File: src/rtl/ap_pass_sequencer.sv
// ap_pass_sequencer: bit-serial ADD/SUB microsequencer broadcasting compare/write passes to a CAM row array
//   clka, rst       clock, synchronous active-high reset
//   start, op       launch request (IDLE only) and operation (0 ADD, 1 SUB)
//   hold            freezes sequencing and suppresses strobes
//   busy, done      run in progress, one-cycle completion pulse
//   cam_key/mask/din compare key, compare-or-write mask, write data
//   tag_en, cam_we  tag capture strobe, masked write strobe for tagged rows
module ap_pass_sequencer #(
  parameter int OP_BITS = 4
) (
  input  logic                 clka,
  input  logic                 rst,
  input  logic                 start,
  input  logic                 op,
  input  logic                 hold,
  output logic                 busy,
  output logic                 done,
  output logic [2*OP_BITS:0]   cam_key,
  output logic [2*OP_BITS:0]   cam_mask,
  output logic [2*OP_BITS:0]   cam_din,
  output logic                 tag_en,
  output logic                 cam_we
);
  localparam int W = 2*OP_BITS+1;
  localparam int BW = OP_BITS > 1 ? $clog2(OP_BITS) : 1;
  localparam logic [BW-1:0] LAST = BW'(OP_BITS-1);
  // pass tables: key is {C,B,A}, new value is {C',B'}; order keeps rewritten rows from re-matching
  localparam logic [2:0] ADD_KEY [4] = '{3'b011, 3'b001, 3'b100, 3'b110};
  localparam logic [1:0] ADD_NEW [4] = '{2'b10, 2'b01, 2'b01, 2'b10};
  localparam logic [2:0] SUB_KEY [4] = '{3'b001, 3'b011, 3'b110, 3'b100};
  localparam logic [1:0] SUB_NEW [4] = '{2'b11, 2'b00, 2'b00, 2'b11};
  typedef enum logic [2:0] {S_IDLE, S_CLR_CMP, S_CLR_WR, S_CMP, S_WR, S_DONE} state_t;
  state_t        r_state, w_next;
  logic [BW-1:0] r_bit;
  logic [1:0]    r_pass;
  logic          r_op;
  logic [W-1:0]  w_cpos, w_bpos, w_apos;
  logic [2:0]    w_pat;
  logic [1:0]    w_new;
  always_ff @(posedge clka) begin
    if (rst) begin
      r_state <= S_IDLE;
      r_bit   <= '0;
      r_pass  <= '0;
      r_op    <= 1'b0;
    end else if (!hold) begin
      r_state <= w_next;
      if (r_state == S_IDLE && start) r_op <= op;
      if (r_state == S_CLR_WR) begin
        r_bit  <= '0;
        r_pass <= '0;
      end else if (r_state == S_WR) begin
        r_pass <= r_pass + 2'd1;
        if (r_pass == 2'd3 && r_bit != LAST) r_bit <= r_bit + 1'b1;
      end
    end
  end
  always_comb begin
    w_next = S_IDLE;
    case (r_state)
      S_IDLE:    w_next = start ? S_CLR_CMP : S_IDLE;
      S_CLR_CMP: w_next = S_CLR_WR;
      S_CLR_WR:  w_next = S_CMP;
      S_CMP:     w_next = S_WR;
      S_WR:      w_next = (r_pass == 2'd3 && r_bit == LAST) ? S_DONE : S_CMP;
      default:   w_next = S_IDLE;
    endcase
  end
  always_comb begin
    w_cpos   = W'(1) << (2*OP_BITS);
    w_bpos   = W'(1) << (OP_BITS + int'(r_bit));
    w_apos   = W'(1) << r_bit;
    w_pat    = r_op ? SUB_KEY[r_pass] : ADD_KEY[r_pass];
    w_new    = r_op ? SUB_NEW[r_pass] : ADD_NEW[r_pass];
    cam_mask = r_state == S_CLR_WR ? w_cpos :
               r_state == S_CMP    ? w_cpos | w_bpos | w_apos :
               r_state == S_WR     ? w_cpos | w_bpos : '0;
    cam_key  = r_state == S_CMP ? (w_pat[2] ? w_cpos : '0) | (w_pat[1] ? w_bpos : '0) | (w_pat[0] ? w_apos : '0) : '0;
    cam_din  = r_state == S_WR ? (w_new[1] ? w_cpos : '0) | (w_new[0] ? w_bpos : '0) : '0;
    tag_en   = (r_state == S_CLR_CMP || r_state == S_CMP) && !hold;
    cam_we   = (r_state == S_CLR_WR || r_state == S_WR) && !hold;
    busy     = r_state != S_IDLE;
    done     = r_state == S_DONE;
  end
endmodule

File: config.mk
export PLATFORM = sky130hd
export DESIGN_NAME = ap_pass_sequencer
export DESIGN_NICKNAME = d
export VERILOG_FILES = /design/src/rtl/ap_pass_sequencer.sv
export SDC_FILE = /design/constraint.sdc
export NUM_CORES = 1
export LEC_CHECK = 0
export BUFFER_PORTS_ARGS = -buffer_cell sky130_fd_sc_hd__buf_4
export CORE_MARGIN = 2
export CORE_UTILIZATION = 41
export CTS_CLUSTER_DIAMETER = 60
export DETAILED_ROUTE_END_ITERATION = 10
export PLACE_DENSITY = 0.8
export SYNTH_ARGS = -nofsm -noshare
export SYNTH_HDL_FRONTEND = slang
export SYNTH_SLANG_ARGS = --single-unit
File: constraint.sdc
create_clock -name clka -period 1.5 [get_ports clka]
set_clock_uncertainty 0.05 [all_clocks]
set_input_delay 0.3 -clock clka [delete_from_list [all_inputs] [get_ports clka]]
set_output_delay 0.3 -clock clka [all_outputs]
set_load 0.01 [all_outputs]
**After elaboration in Yosys (flattened, before gate mapping)**

Index checks and enable logic that the tools add are counted.

- Output and inout port bits: 31
- Memories: 0
- Input bits: 5
- Bits in writable memories: 0
- Bits in latches: 0
- Word-level logic and storage cells: 71
- Flip-flop bits (word level): 8
- Memory bits (read-only): 0

- Add/sub/neg operators: 3
- Shift-type cells: 2
- Reductions and logical operators: 15
- Equality and inequality tests: 8
- Div/mod/pow operators: 0
- Magnitude comparators: 1
- Multiplexer cells: 32
- Multipliers: 0
- Bitwise gates (word level): 6

Operator list:

| operator | count |
|---|---|
| $mux 9 | 10 |
| $or 9x9->9 | 4 |
| $mux 2 | 10 |
| $mux 3 | 6 |
| $pmux 3 s5 | 1 |
| $bmux 3 s2 | 2 |
| $shl 1x2->9 const A | 1 |
| $shl 1x4->9 const A | 1 |
| $bmux 2 s2 | 2 |
| $eq 3x2->1 const B | 2 |
| $eq 3x3->1 const B | 2 |
| $logic_and 1x1->1 | 5 |
| $add 2x1->2 const B | 2 |
| $add 3x2->4 const A | 1 |
| $eq 2x2->1 const B | 2 |
| $reduce_and 2->1 | 2 |
| $reduce_bool 2->1 | 2 |
| $eq 3x1->1 const B | 1 |
| $ge 3x3->1 const B | 1 |
| $logic_not 3->1 | 1 |
| $not 2->3 | 1 |
| $reduce_and 3->1 | 1 |
| $reduce_bool 3->1 | 1 |
| $logic_or 1x1->1 | 2 |
| 4 further kinds | 4 |

**Depth between registers and ports, before layout**

- Depth in word-level cells: 9
- Gate-level depth with buffers: 5
- Gate-level depth less buffers: 5

**Worst setup path before layout**

No wires, ideal clock.

- Path type: reg-to-output
- Start point: register r_state[0]
- End point: output port cam_din[4]
- Buffers on the path: 1
- Required time: 1150 ps
- Arrival: 1171 ps
- Path slack: -21 ps
- Cell stages (with the launch flop): 5
- Cell sequence: dfxtp_1 > buf_2 > or3b_1 > nor2_1 > and2_1

- Longest elaborated chain between the ends: 2

Ends and longest elaborated chain:

| item | RTL line | source |
|---|---|---|
| from (decl) | 33 | `state_t r_state, w_next;` |
| from (signal assigned) | 47 | `r_state <= w_next;` |
| $eq 3x3->1 | 79 | `cam_din = r_state == S_WR ? (w_new[1] ? w_cpos : '0) \| (w_new[0] ? w_bpos : '0) : '0;` |
| $mux 9 | 79 |  |
| to (decl) | 20 | `output logic [2*OP_BITS:0] cam_din,` |

Every way passes these cells.

**Worst setup path after layout**

- Start point: register r_state[0]
- End point: output port cam_din[7]

The elaborated chain is that of the path after synthesis.

==> flow_metrics.tcl <==
set metrics [dict create \
    syn_avg_cell_area_um2 7.26 \
    port_buffers 31 \
    grt_pass1_wl_mm 4.35 \
    viasPerCell 5.68 \
    synth_edf_count 0 \
    syn_area_um2 769 \
    synth_top_area_share_pct 20.8 \
    htree_levels 1 \
    period_share_pct 120 \
    ant_nets 0 \
    antenna_found_initial 0 \
    crit_type "reg2out" \
    vdd_drop_max_uv 529 \
    clk_pin_slew_worst_paths_ns 0.06 \
    hold_class "in2reg" \
    critPathCaptureType "output pin" \
    wire_per_inst_um 18.3 \
    hold_buffers 0 \
    min_period_ns 1.80 \
    ys_ff_latch 8 \
    core_um2 1750 \
    arrival_ns 1.45 \
    vias 1062 \
    ys_seq_area_share_pct 20.8 \
    cts.sinks 8 \
    critical_path_required_ns 1.15 \
    io_pins 36 \
    drc 0 \
    start_util_pct 44.1 \
    violations "negative setup slack" \
    die_w_um 47.3 \
    dieArea_um2 2240 \
    powerDensity_nw_per_um2 368 \
    clock.fmax_mhz 556 \
    syn_to_final_growth_pct 99.8 \
    syn_inst 106 \
    mostFrequentLayoutCell "buf_4" \
    synth_top_flop_cell "dfxtp_1" \
    die_h_um 47.3 \
    final_net_count 174 \
    start_kind "register" \
    fp-row-count 15 \
    p_leak_uw 0.000670 \
    numCtsBuffers 3 \
    fillers 82 \
    critPathMaxFanout 4 \
    cts_buffer_depth 2 \
    rsz0062_at_grt "true" \
    setup_slack_ns -0.299 \
    place_congestion 0.877 \
    place_ws_ns -0.0827 \
    grt-ovfl-total 0 \
    final_cell_mix "buf_4, buf_6, and2_1, and2_4, nor2b_1" \
    cts_tree "done" \
    drt-total-wl_mm 3.42 \
    synth_area_leader_cell "dfxtp_1" \
    run_status "finished, violations left" \
    first_global_vias 938 \
    firstDrtPassIters 4 \
    grt_usage_pct 28.6 \
    setup_viol 27 \
    hold_viol 0 \
    async_flop_share_pct 0 \
    synthTopCellsByArea "dfxtp_1, and2_1, ha_1, nor2b_1, nand2b_1" \
    clk_latency_ns 0.27 \
    drive_above_1_share_pct 65.4 \
    finalPower_uw 566 \
    synth_cell_types 40 \
    hpwlAfterDp_mm 1.76 \
    drv_cap 0 \
    grt_max_degree 11 \
    drt_iter0_markers 25 \
    synth_warnings 0 \
    cts_root_buf "clkbuf_4" \
    n_antenna_cell 0 \
    slew_violations 0 \
]
==> metrics by stage <==
stage / setup TNS, ns / instance area (um2) / utilization (%) / instances / hold slack, ns
after floorplan: 0 / 793 / - / 109 / 0.402
after global placement: -0.197 / 1120 / 63.9 / 170 / 0.483
after detailed placement: -0.375 / 1120 / 63.9 / 170 / 0.494
after CTS: -3.94 / 1390 / 79.4 / 182 / 0.215
after global routing: -5.92 / 1540 / 88.1 / 187 / 0.225
final: -4.71 / 1540 / 88.1 / 187 / 0.223
==> Yosys cell counts, types with 2 or more instances <==
| library cell | instances |
|---|---|
| and2_1 | 13 |
| nand2b_1 | 5 |
| dfxtp_1 | 8 |
| o32ai_1 | 2 |
| and3_1 | 4 |
| nand2_1 | 7 |
| nor2_1 | 6 |
| a21oi_1 | 6 |
| nor3_1 | 2 |
| nor4_1 | 2 |
| o31ai_1 | 2 |
| clkbuf_1 | 2 |
| buf_2 | 3 |
| a31oi_1 | 2 |
| buf_4 | 4 |
| nor2b_1 | 6 |
| o21ai_0 | 2 |
| ha_1 | 5 |
| inv_1 | 4 |
==> registers in the layout (all words and copies together) (netlist names) <==
signal   flops
r_state      3
r_bit        2
r_op         1
r_pass       2
==> per-layer routing <==
layer	up-vias	global-route usage [%]	part of all wire (%)
met5	-	0	0
met2	81	54.1	53
met1	493	29.1	35
met4	0	16.7	3.4
met3	16	4.23	8.7
li1	472	-	-
==> final cells by class <==
cell class	count	area, um2	share of cell area (%)
Clock buffer	3	22.5	1.46
Inverter	5	22.5	1.46
Multi-Input combinational cell	85	724	47.1
Sequential cell	8	176	11.5
Tap cell	25	31.3	2.03
Timing Repair Buffer	61	561	36.5
==> where the power goes <==
part | internal, uW | switching, uW
logic | 80.8 | 79.4
clock network | 92.8 | 92.9
registers | 213 | 6.75
==> logic make-up after synthesis <==
logic type / count (synthesis) / synth area share [%]
flops: 8 / 20.8
other cells: 1 / 0.487
fa+ha+maj: 5 / 8.13
compound gates: 20 / 17.6
buf+inv: 16 / 10.4
simple gates: 55 / 41.5
xor+xnor: 1 / 1.14
==> worst max-delay path, stage by stage, from the launching register on <==
cell and delay [ns]:
dfxtp_4 0.36, or3b_4 0.43, nor2_4 0.11, and2_1 0.15, buf_4 0.13
==> timing repair <==
item,4_1_cts,5_1_grt
cloned,1,0
setup endpoints to repair,28,32
buffers inserted,8,5
gates resized for setup,47,29
pin swaps,19,11
==> final timing paths <==
path                                               from  cells past startpoint                endpoint  slack (ns)
worst min-delay path                                rst                      2   r_bit[0]$_SDFFE_PP0P_        0.22
worst min register to register    r_bit[1]$_SDFFE_PP0P_                      2   r_bit[1]$_SDFFE_PP0P_        0.49
worst max register to register  r_state[0]$_SDFFE_PP0N_                      6  r_pass[1]$_SDFFE_PP0P_       -0.03
worst max-delay path            r_state[0]$_SDFFE_PP0N_                      4              cam_din[7]       -0.30
No activity file was read; power rests on OpenSTA's default activity.
